### config.mk
export PLATFORM = sky130hd
export DESIGN_NAME = bw_io_dtl_scan_drv_flat
export DESIGN_NICKNAME = d
export VERILOG_FILES = /design/src/rtl/bw_io_dtl_scan_pkg.sv /design/src/rtl/bw_io_dtl_scan_drv_if.sv /design/src/rtl/bw_io_dtl_scan_sreg.sv /design/src/rtl/bw_io_dtl_scan_drv.sv /design/src/flat_wrapper.sv
export SDC_FILE = /design/constraint.sdc
export NUM_CORES = 1
export LEC_CHECK = 0
export ABC_AREA = 1
export CAP_MARGIN = 10
export CORE_MARGIN = 2
export CORE_UTILIZATION = 46
export DETAILED_ROUTE_END_ITERATION = 12
export PLACE_DENSITY_LB_ADDON = 0.1
export SYNTH_ARGS = -nofsm -noshare
export SYNTH_HDL_FRONTEND = slang
export SYNTH_SLANG_ARGS = --single-unit
### constraint.sdc
create_clock -name clk -period 1.11 [get_ports clk]
set_input_delay 0.111 -clock clk [delete_from_list [all_inputs] [get_ports clk]]
set_output_delay 0.111 -clock clk [all_outputs]
set_load 0.05 [all_outputs]
### src/rtl/bw_io_dtl_scan_pkg.sv
// Shared types and defaults for the DTL IO scan-chain serial master.
package bw_io_dtl_scan_pkg;

  localparam int CHAIN_LEN_DFLT = 3;

  typedef enum logic [1:0] {
    IDLE,
    SHIFT,
    DONE
  } scan_state_e;

endpackage

### src/rtl/bw_io_dtl_scan_drv_if.sv
// Command and scan-chain signals between the IO control block, the driver and the chain.
interface bw_io_dtl_scan_drv_if #(
  parameter int CHAIN_LEN = bw_io_dtl_scan_pkg::CHAIN_LEN_DFLT
);

  logic                 start;
  logic [CHAIN_LEN-1:0] wr_data;
  logic                 busy;
  logic                 done;
  logic [CHAIN_LEN-1:0] rd_data;
  logic                 scan_se;
  logic                 scan_si;
  logic                 scan_so;

  // master: controller plus chain side; slave: the scan driver
  modport master (
    output start, wr_data, scan_so,
    input  busy, done, rd_data, scan_se, scan_si
  );

  modport slave (
    input  start, wr_data, scan_so,
    output busy, done, rd_data, scan_se, scan_si
  );

endinterface

### src/rtl/bw_io_dtl_scan_sreg.sv
// W-bit shift register: parallel load, left shift with serial-in at bit 0.
module bw_io_dtl_scan_sreg
  import bw_io_dtl_scan_pkg::*;
#(
  parameter int W = CHAIN_LEN_DFLT
) (
  input  logic         clk,
  input  logic         rst_l,
  input  logic         ld,
  input  logic [W-1:0] ld_data,
  input  logic         sh,
  input  logic         sin,
  output logic [W-1:0] q
);

  logic [W-1:0] q_q, q_d, shl;

  generate
    if (W == 1) begin : g_one
      assign shl = sin;
    end else begin : g_multi
      assign shl = {q_q[W-2:0], sin};
    end
  endgenerate

  always_comb begin
    q_d = q_q;
    if (ld)      q_d = ld_data;
    else if (sh) q_d = shl;
  end

  always_ff @(posedge clk or negedge rst_l) begin
    if (!rst_l) q_q <= '0;
    else        q_q <= q_d;
  end

  assign q = q_q;

endmodule

### src/rtl/bw_io_dtl_scan_drv.sv
// Serial master for a DTL IO scan chain: swaps wr_data into the chain, returns old contents.
// Optional BW_IO_DTL_SCAN_CHK_EN adds chk_err, a loopback read-vs-previous-write check.
module bw_io_dtl_scan_drv
  import bw_io_dtl_scan_pkg::*;
#(
  parameter int CHAIN_LEN = CHAIN_LEN_DFLT,
  parameter int CNT_W     = $clog2(CHAIN_LEN + 1)
) (
  input  logic                  clk,
  input  logic                  rst_l,
`ifdef BW_IO_DTL_SCAN_CHK_EN
  output logic                  chk_err,
`endif
  bw_io_dtl_scan_drv_if.slave   bus
);

  scan_state_e          state_q, state_d;
  logic [CNT_W-1:0]     cnt_q, cnt_d;
  logic                 se_q, se_d;
  logic [CHAIN_LEN-1:0] rd_q, rd_d;
  logic                 w_ld, shift;
  logic [CHAIN_LEN-1:0] w_q, c_q;

  assign shift = (state_q == SHIFT);

  always_comb begin
    state_d = state_q;
    cnt_d   = cnt_q;
    se_d    = se_q;
    rd_d    = rd_q;
    w_ld    = 1'b0;
    unique case (state_q)
      IDLE: if (bus.start) begin
        state_d = SHIFT;
        cnt_d   = CNT_W'(CHAIN_LEN);
        se_d    = 1'b1;
        w_ld    = 1'b1;
      end
      SHIFT: begin
        cnt_d = cnt_q - CNT_W'(1);
        if (cnt_q == CNT_W'(1)) begin
          state_d = DONE;
          se_d    = 1'b0;
        end
      end
      DONE: begin
        state_d = IDLE;
        rd_d    = c_q;
      end
      default: state_d = IDLE;
    endcase
  end

  always_ff @(posedge clk or negedge rst_l) begin
    if (!rst_l) begin
      state_q <= IDLE;
      cnt_q   <= '0;
      se_q    <= 1'b0;
      rd_q    <= '0;
    end else begin
      state_q <= state_d;
      cnt_q   <= cnt_d;
      se_q    <= se_d;
      rd_q    <= rd_d;
    end
  end

  // Write path: its MSB is scan_si; zeros fill in, so si idles low after the last shift.
  bw_io_dtl_scan_sreg #(.W(CHAIN_LEN)) u_wreg (
    .clk     (clk),
    .rst_l   (rst_l),
    .ld      (w_ld),
    .ld_data (bus.wr_data),
    .sh      (shift),
    .sin     (1'b0),
    .q       (w_q)
  );

  // Capture path: scan_so enters at bit 0, so the first bit out ends up as the MSB.
  bw_io_dtl_scan_sreg #(.W(CHAIN_LEN)) u_creg (
    .clk     (clk),
    .rst_l   (rst_l),
    .ld      (1'b0),
    .ld_data ({CHAIN_LEN{1'b0}}),
    .sh      (shift),
    .sin     (bus.scan_so),
    .q       (c_q)
  );

  // Capture is complete in DONE; rd_q latches it on exit to hold until the next done.
  assign bus.rd_data = (state_q == DONE) ? c_q : rd_q;
  assign bus.busy    = shift;
  assign bus.done    = (state_q == DONE);
  assign bus.scan_se = se_q;
  assign bus.scan_si = w_q[CHAIN_LEN-1];

`ifdef BW_IO_DTL_SCAN_CHK_EN
  logic [CHAIN_LEN-1:0] cmd_q, cmd_d, last_q, last_d;
  logic                 vld_q, vld_d, chk_q, chk_d, chk_now;

  assign chk_now = vld_q && (c_q != last_q);

  always_comb begin
    cmd_d  = cmd_q;
    last_d = last_q;
    vld_d  = vld_q;
    chk_d  = chk_q;
    if (w_ld) cmd_d = bus.wr_data;
    if (state_q == DONE) begin
      chk_d  = chk_now;
      vld_d  = 1'b1;
      last_d = cmd_q;
    end
  end

  always_ff @(posedge clk or negedge rst_l) begin
    if (!rst_l) begin
      cmd_q  <= '0;
      last_q <= '0;
      vld_q  <= 1'b0;
      chk_q  <= 1'b0;
    end else begin
      cmd_q  <= cmd_d;
      last_q <= last_d;
      vld_q  <= vld_d;
      chk_q  <= chk_d;
    end
  end

  assign chk_err = (state_q == DONE) ? chk_now : chk_q;
`endif

endmodule
### src/flat_wrapper.sv
// flat-port wrapper written by rule: the top's interface ports become plain ports
module bw_io_dtl_scan_drv_flat import bw_io_dtl_scan_pkg::*;
#(
  parameter int CHAIN_LEN = CHAIN_LEN_DFLT,
  parameter int CNT_W     = $clog2(CHAIN_LEN + 1)
)
  (clk, rst_l, bus_start, bus_wr_data, bus_scan_so, bus_busy, bus_done, bus_rd_data, bus_scan_se, bus_scan_si);
  bw_io_dtl_scan_drv_if #(.CHAIN_LEN(CHAIN_LEN)) bus_i ();
  input  logic clk;
  input  logic rst_l;
  input wire logic [$bits(bus_i.start)-1:0] bus_start;
  input wire logic [$bits(bus_i.wr_data)-1:0] bus_wr_data;
  input wire logic [$bits(bus_i.scan_so)-1:0] bus_scan_so;
  output wire logic [$bits(bus_i.busy)-1:0] bus_busy;
  output wire logic [$bits(bus_i.done)-1:0] bus_done;
  output wire logic [$bits(bus_i.rd_data)-1:0] bus_rd_data;
  output wire logic [$bits(bus_i.scan_se)-1:0] bus_scan_se;
  output wire logic [$bits(bus_i.scan_si)-1:0] bus_scan_si;
  assign bus_i.start = bus_start;
  assign bus_i.wr_data = bus_wr_data;
  assign bus_i.scan_so = bus_scan_so;
  assign bus_busy = bus_i.busy;
  assign bus_done = bus_i.done;
  assign bus_rd_data = bus_i.rd_data;
  assign bus_scan_se = bus_i.scan_se;
  assign bus_scan_si = bus_i.scan_si;
  bw_io_dtl_scan_drv #(.CHAIN_LEN(CHAIN_LEN), .CNT_W(CNT_W)) u_core (.clk(clk), .rst_l(rst_l), .bus(bus_i));
endmodule
==> results.tsv, run 1 <==
metric	value	unit
status	finished with violations	
violations	setup timing	
syn_area	609	µm²
synthToLayoutAreaGrowth	57.3	%
nets	99	
placed_cell_area	872	µm²
crit_family	buffers and inverters	
grt_max_degree	15	
synth_top_family_by_area	simple AND/OR/NAND/NOR gates	
antenna_cells	0	
endpoint_kind	output pin	
clk_latency	270	ps
setup_viol	5	
multi_input_area	243	µm²
critical_path_class	flip-flop to output pin	
cts_hold_buf	0	
dp_hpwl	807	µm
crit_path_cell_trace	buf_4, nand2_4, clkinvlp_4, buf_12	
vias_per_cell	4.69	
gp_congestion	0.687	
grt_usage	17.0	%
portBuffers	13	
fin_area	958	µm²
start_util	48.0	%
reg2reg_slack	20	ps
p_seq_share	26.8	%
hold_viol_final	0	
ys_seq_elements	14	
fmax	0.763	GHz
seq_area_frac_synth	57.5	%
vias	488	
drtAntennaViolNets	0	
max_stage_delay	390	ps
path_buf_inv	3	
tns	-970	ps
clockPowerShare	8.4	%
grt_first_pass_wirelength	1.73	mm
min_period	1310	ps
num_rows	13	
drive_above_1_share	38.2	%
drt-total-wl	1.12	mm
hold_class	primary input to asynchronous set/reset pin	
firstDrtPassIters	4	
die_width	40.4	µm
swShare	43.7	%
slew_violations	0	
rr_worst_depth	5	
p_int	1.84	mW
worstPathArrival	1200	ps
ys_warn_count	0	
reg2reg_from	u_core.state_q[0]	
clkSinkCount	14	
syn-num-nets	74	
slowest_stage	dfrtp_1	
syn_inst	66	
switchingPower	1.43	mW
cp.required	1000	ps
cts_made_buffers	3	
pwr_density_cell	3410	nW/µm²
cts_tree	built	
synth_compound_area_share	12.3	%
synth-simple-area-share	18.9	%
p_leak	0.468	nW
regArea	350	µm²
core	1270	µm²
die_h	40.4	µm
clkTransAtPathRegs	80	ps
power_frac_comb	64.7	%
skew	3.67	ps
worstPathMaxFanout	4	
n_fill_cell	93	
slew_headroom	87.7	%
grt_overflow	0	
dieArea	1630	µm²
synth-adder-area-share	2.05	%
finalPower	3.27	mW
peakVddDrop	2.14	mV
grt_pass1_vias	410	
drc	0	
rsz0062_at_grt	true	
syn_area_per_cell	9.23	µm²
timing.final.crit_share	118	%
muxShareOfSynthArea	0	%
clk_path_buf_depth	2	
worst_slack	-201	ps
synthXorXnorAreaFrac	0	%
post_drt_wl_per_cell	10.7	µm
drtIter0Drc	16	
r2r-end	u_core.cnt_q[0]	
clock-root-buffer	clkbuf_4	
boundaryPins	14	
cts.htree.levels	1	
worst-slew-pin-transition	184	ps
antenna_found_initial	0	
synth_cell_type_count	14	
drv_cap	0	
startpoint_type	flip-flop	
## logic make-up (layout without fill, tap and decap cells)
family,count (synthesis),count (layout)
flip-flops,14,14
buffers and inverters,13,36
adder cells (fa/ha/maj),1,1
AND/OR/NAND/NOR,25,25
AO/OA/AOI/OAI,13,13
## per-stage QoR
stage	utilization, %	setup WS (ps)	hold slack [ps]	cells
6_report	75.5	-201	141	104
5_1_grt	75.5	-262	170	104
4_1_cts	73.7	-218	143	103
3_5_place_dp	68.7	-6.38	447	96
3_3_place_gp	68.7	4.65	440	96
2_1_floorplan	-	-137	-185	66
## registers in the layout, indices dropped and copies added, names as in the netlist
register,flops
u_core.u_creg.q,3
u_core.state_q,2
u_core.u_wreg.q,3
u_core.rd_q,3
u_core.bus.scan_se,1
u_core.cnt_q,2
## cells in the mapped netlist
master    n  area share [%]
nand2_4   2             3.7
nand4_1   1             1.0
o21ai_0   7             5.7
dfrtp_1  14              57
o21a_1    1             1.2
nand3_1   3             2.5
nand2_1  18              11
inv_2     1            0.62
nor2_1    1            0.62
o21ai_2   2             2.9
inv_1    11             6.8
buf_6     1             1.8
ha_1      1             2.1
o21ai_1   3             2.5
## per-layer routing
metal  share of wire (%)  GRT usage, %  vias up
met2                  49          24.6        5
met1                  47          22.0      230
met5                   0             0        -
met3                 2.6          3.89        2
li1                    -             -      251
met4                 1.1          12.5        0
## cell usage in the layout (no fill, tap or decap)
cell	n
nand3_2	1
buf_4	6
buf_6	1
buf_12	7
o21ai_0	1
clkbuf_4	3
nand2_1	13
ha_1	1
nand3_1	2
nand4_1	1
o21ai_1	7
o21a_1	1
dfrtp_1	14
nand2_2	2
nand2_4	5
o21ai_2	4
clkdlybuf4s50_1	6
nor2_1	1
clkinvlp_4	2
inv_2	2
buf_8	1
inv_1	8
## worst max path at each step
stage	from	end	slack, ps	cells past startpoint
3_5_place_dp	bus_start	u_core.cnt_q[1]	-6	5
4_1_cts	u_core.state_q[1]	bus_done	-220	4
6_report	u_core.state_q[0]	bus_busy	-200	4
3_3_place_gp	bus_start	u_core.cnt_q[1]	5	5
5_1_grt	u_core.state_q[1]	bus_rd_data[2]	-260	5
2_1_floorplan	u_core.state_q[0]	u_core.rd_q[2]	-140	5
## power groups by stage
stage | Combinational, mW | Sequential (mW) | Clock, mW
after floorplan | 1.05 | 0.963 | 0
after global placement | 1.84 | 0.884 | 0
after detailed placement | 1.86 | 0.895 | 0
after CTS | 2.05 | 0.875 | 0.285
after global routing | 2.27 | 0.903 | 0.298
final | 2.12 | 0.878 | 0.276
## worst register-to-register path, stage by stage (launching register included)
cell and delay [ps]:
dfrtp_1 390, buf_4 140, nand2_4 90, buf_8 140, nand2_4 60, o21a_1 160
## final cells by class
cell class	instances	area share [%]
clock buffer	3	2.35
inverter	12	5.48
multi-input combinational	39	25.3
sequential	14	36.6
tap	15	1.96
timing repair buffer	21	28.3
## timing repair
| action | CTS | global route |
|---|---|---|
| gates resized for setup | 4 | 7 |
| pin swaps | 4 | 0 |
| setup endpoints to repair | 5 | 11 |
| buffers inserted | 4 | 2 |
(Power assumes the default switching activity.)
==> run 2, diff against run 1 <==
--- a/config.mk
+++ b/config.mk
@@ -7,7 +7,7 @@
 export LEC_CHECK = 0
 export ABC_AREA = 1
 export CAP_MARGIN = 10
-export CORE_MARGIN = 2
+export CORE_MARGIN = 1
 export CORE_UTILIZATION = 46
 export DETAILED_ROUTE_END_ITERATION = 12
 export PLACE_DENSITY_LB_ADDON = 0.1
==> constraint.sdc (replaced) <==
create_clock -name clk -period 1.4 [get_ports clk]
set_input_delay 0.14 -clock clk [delete_from_list [all_inputs] [get_ports clk]]
set_output_delay 0.14 -clock clk [all_outputs]
set_load 0.05 [all_outputs]
==> run 2 against run 1 <==
The run now ends clean. Die area fell by 9.7%. Clock skew rose by 1.2 ps. Worst setup slack improved by 250 ps. Wire length rose by 8.3%. Final cell count fell by 3.8%. Highest routed layer unchanged.
==> results.tsv, run 2 (synthesis results as in run 1) <==
metric	value	unit	change
status	finished clean		
dp_hpwl	903	µm	+12%
regArea	350	µm²	unchanged
firstDrtPassIters	2		-2
clock-root-buffer	clkbuf_4		
worst_slack	47.8	ps	+249 ps
dp_slack	180	ps	+186 ps
worstPathArrival	1210	ps	about the same
synthToLayoutAreaGrowth	49.5	%	
fmax	0.740	GHz	
vias	481		-1.4%
slew_violations	0		unchanged
postLayoutCoreUtil	77.8	%	+2.2 points
dieArea	1470	µm²	-9.7%
grt_pass1_vias	444		+8.3%
cts_hold_buf	0		unchanged
clk_latency	280	ps	about the same
final_cell_mix	16 x nand2_1, 14 x dfrtp_1, 8 x inv_1, 7 x buf_12, 6 x clkdlybuf4s50_1		
min_period	1350	ps	
final_common_cell	nand2_1		
crit_family	flip-flops		
drv_cap	0		unchanged
worstPathMaxFanout	6		+2
drc	0		unchanged
setup_viol	0		-5
timing.final.crit_share	96.6	%	
num_rows	12		-1
final_cells	100		-3.8%
antenna_cells	0		unchanged
hold_class	primary input to asynchronous set/reset pin		
antenna_found_initial	0		unchanged
drtAntennaViolNets	0		unchanged
portBuffers	13		unchanged
drtIter0Drc	2		-14
tns	0	ps	+970 ps
grt_overflow	0		unchanged
rsz0062_at_grt	true		
cts_tree	built		
placedCellCount	93		-3.1%
post_drt_wl_per_cell	12.1	µm	+13%
drt-total-wl	1.21	mm	+8.3%
pwr_density_cell	2770	nW/µm²	-19%
clkSinkCount	14		unchanged
startpoint_type	flip-flop		
core	1170	µm²	-7.7%
peakVddDrop	1.71	mV	-20%
gp_congestion	0.727		+5.7%
endpoint_kind	output pin		
skew	4.89	ps	+1.22 ps
grt_max_degree	15		unchanged
slowest_stage	dfrtp_1		
slew_headroom	87.3	%	-0.39 points
die_h	38.4	µm	-5.0%
critical_path_class	flip-flop to output pin		
hold_viol_final	0		unchanged
drive_above_1_share	31.4	%	-6.8 points
cts.htree.levels	1		unchanged
die_width	38.4	µm	-5.0%
max_stage_delay	410	ps	+20 ps
cts_made_buffers	3		unchanged
grt_usage	19.9	%	+2.9 points
worst-slew-pin-transition	189	ps	+4.49 ps
boundaryPins	14		unchanged
start_util	52.0	%	+4.0 points
n_fill_cell	84		-9.7%
multi_input_area	229	µm²	-5.7%
nets	95		-4.0%
vias_per_cell	4.81		+2.5%
clk_path_buf_depth	2		unchanged
cp.required	1260	ps	+260 ps
timing.hold.ws	155	ps	+13.3 ps
path_buf_inv	2		-1
p_leak	0.456	nW	-2.7%
clkTransAtPathRegs	80	ps	about the same
grt_first_pass_wirelength	1.86	mm	+7.6%
crit_path_cell_trace	inv_2, nand2_4, o21ai_2, buf_12		
run 2: cell types whose count changed in the layout (fill, tap and decap cells not counted), sizes merged:
cell	previous run	this run
clkbuf	3	4
buf	15	11
inv	10	12
clkinvlp	2	0
run 2: path summary, 6_finish.rpt:
| kind | end | cells past startpoint | slack (ps) | startpoint |
|---|---|---|---|---|
| min in group clk | u_core.u_creg.q[0] | 3 | 420 | bus_scan_so |
| hold reg to reg | u_core.u_creg.q[1] | 2 | 500 | u_core.u_creg.q[1] |
| hold / removal | u_core.bus.scan_se | 2 | 150 | rst_l |
| max in group asynchronous | u_core.u_wreg.q[2] | 2 | 1080 | rst_l |
| setup / recovery | bus_rd_data[1] | 4 | 50 | u_core.state_q[0] |
| setup reg to reg | u_core.cnt_q[1] | 6 | 230 | u_core.state_q[1] |
run 2: metal layers:
layer / part of all wire, % / wire length (µm) / global-route usage [%]
met5: 0 / 0 / 0
met3: 4.7 / 57 / 8.72
met1: 40 / 490 / 21.2
met2: 53 / 640 / 33.1
met4: 1.7 / 21 / 10.3
run 2: worst register-to-register path, cell delays in order, from the launching register on:
cell     delay (ps)
dfrtp_1         420
inv_2           130
buf_4           150
nand2_4          60
nand2_1         130
o21ai_0         100
o21ai_0         100
run 2: report_power, final:
| part | switching, mW | internal, mW |
|---|---|---|
| sequential | 0.105 | 0.588 |
| combinational | 0.886 | 0.659 |
| clock | 0.130 | 0.158 |
run 2: area by class of cell:
class,count,area share (%)
Multi-Input combinational cell,39,25.1
Inverter,12,5.22
Sequential cell,14,38.5
Tap cell,14,1.92
Clock buffer,4,3.98
Timing Repair Buffer,17,25.3
run 2: stage by stage:
step / power, mW / cell area (µm²)
3_3_place_gp: 2.05 / 826
3_5_place_dp: 2.11 / 826
2_1_floorplan: 1.52 / 612
5_1_grt: 2.68 / 911
4_1_cts: 2.45 / 877
6_report: 2.53 / 911
run 2: timing repair:
action,in CTS,in global routing
setup endpoints to repair,4,4
gates resized for setup,7,2
buffers inserted,0,3
hold endpoints to repair,0,0
==> run 3, diff against run 2 <==
--- a/config.mk
+++ b/config.mk
@@ -7,7 +7,6 @@
 export LEC_CHECK = 0
 export ABC_AREA = 1
 export CAP_MARGIN = 10
-export CORE_MARGIN = 1
 export CORE_UTILIZATION = 46
 export DETAILED_ROUTE_END_ITERATION = 12
 export PLACE_DENSITY_LB_ADDON = 0.1
==> results of run 3 <==
Same layout as run 2: the final DEF is identical, and so are final timing and power.
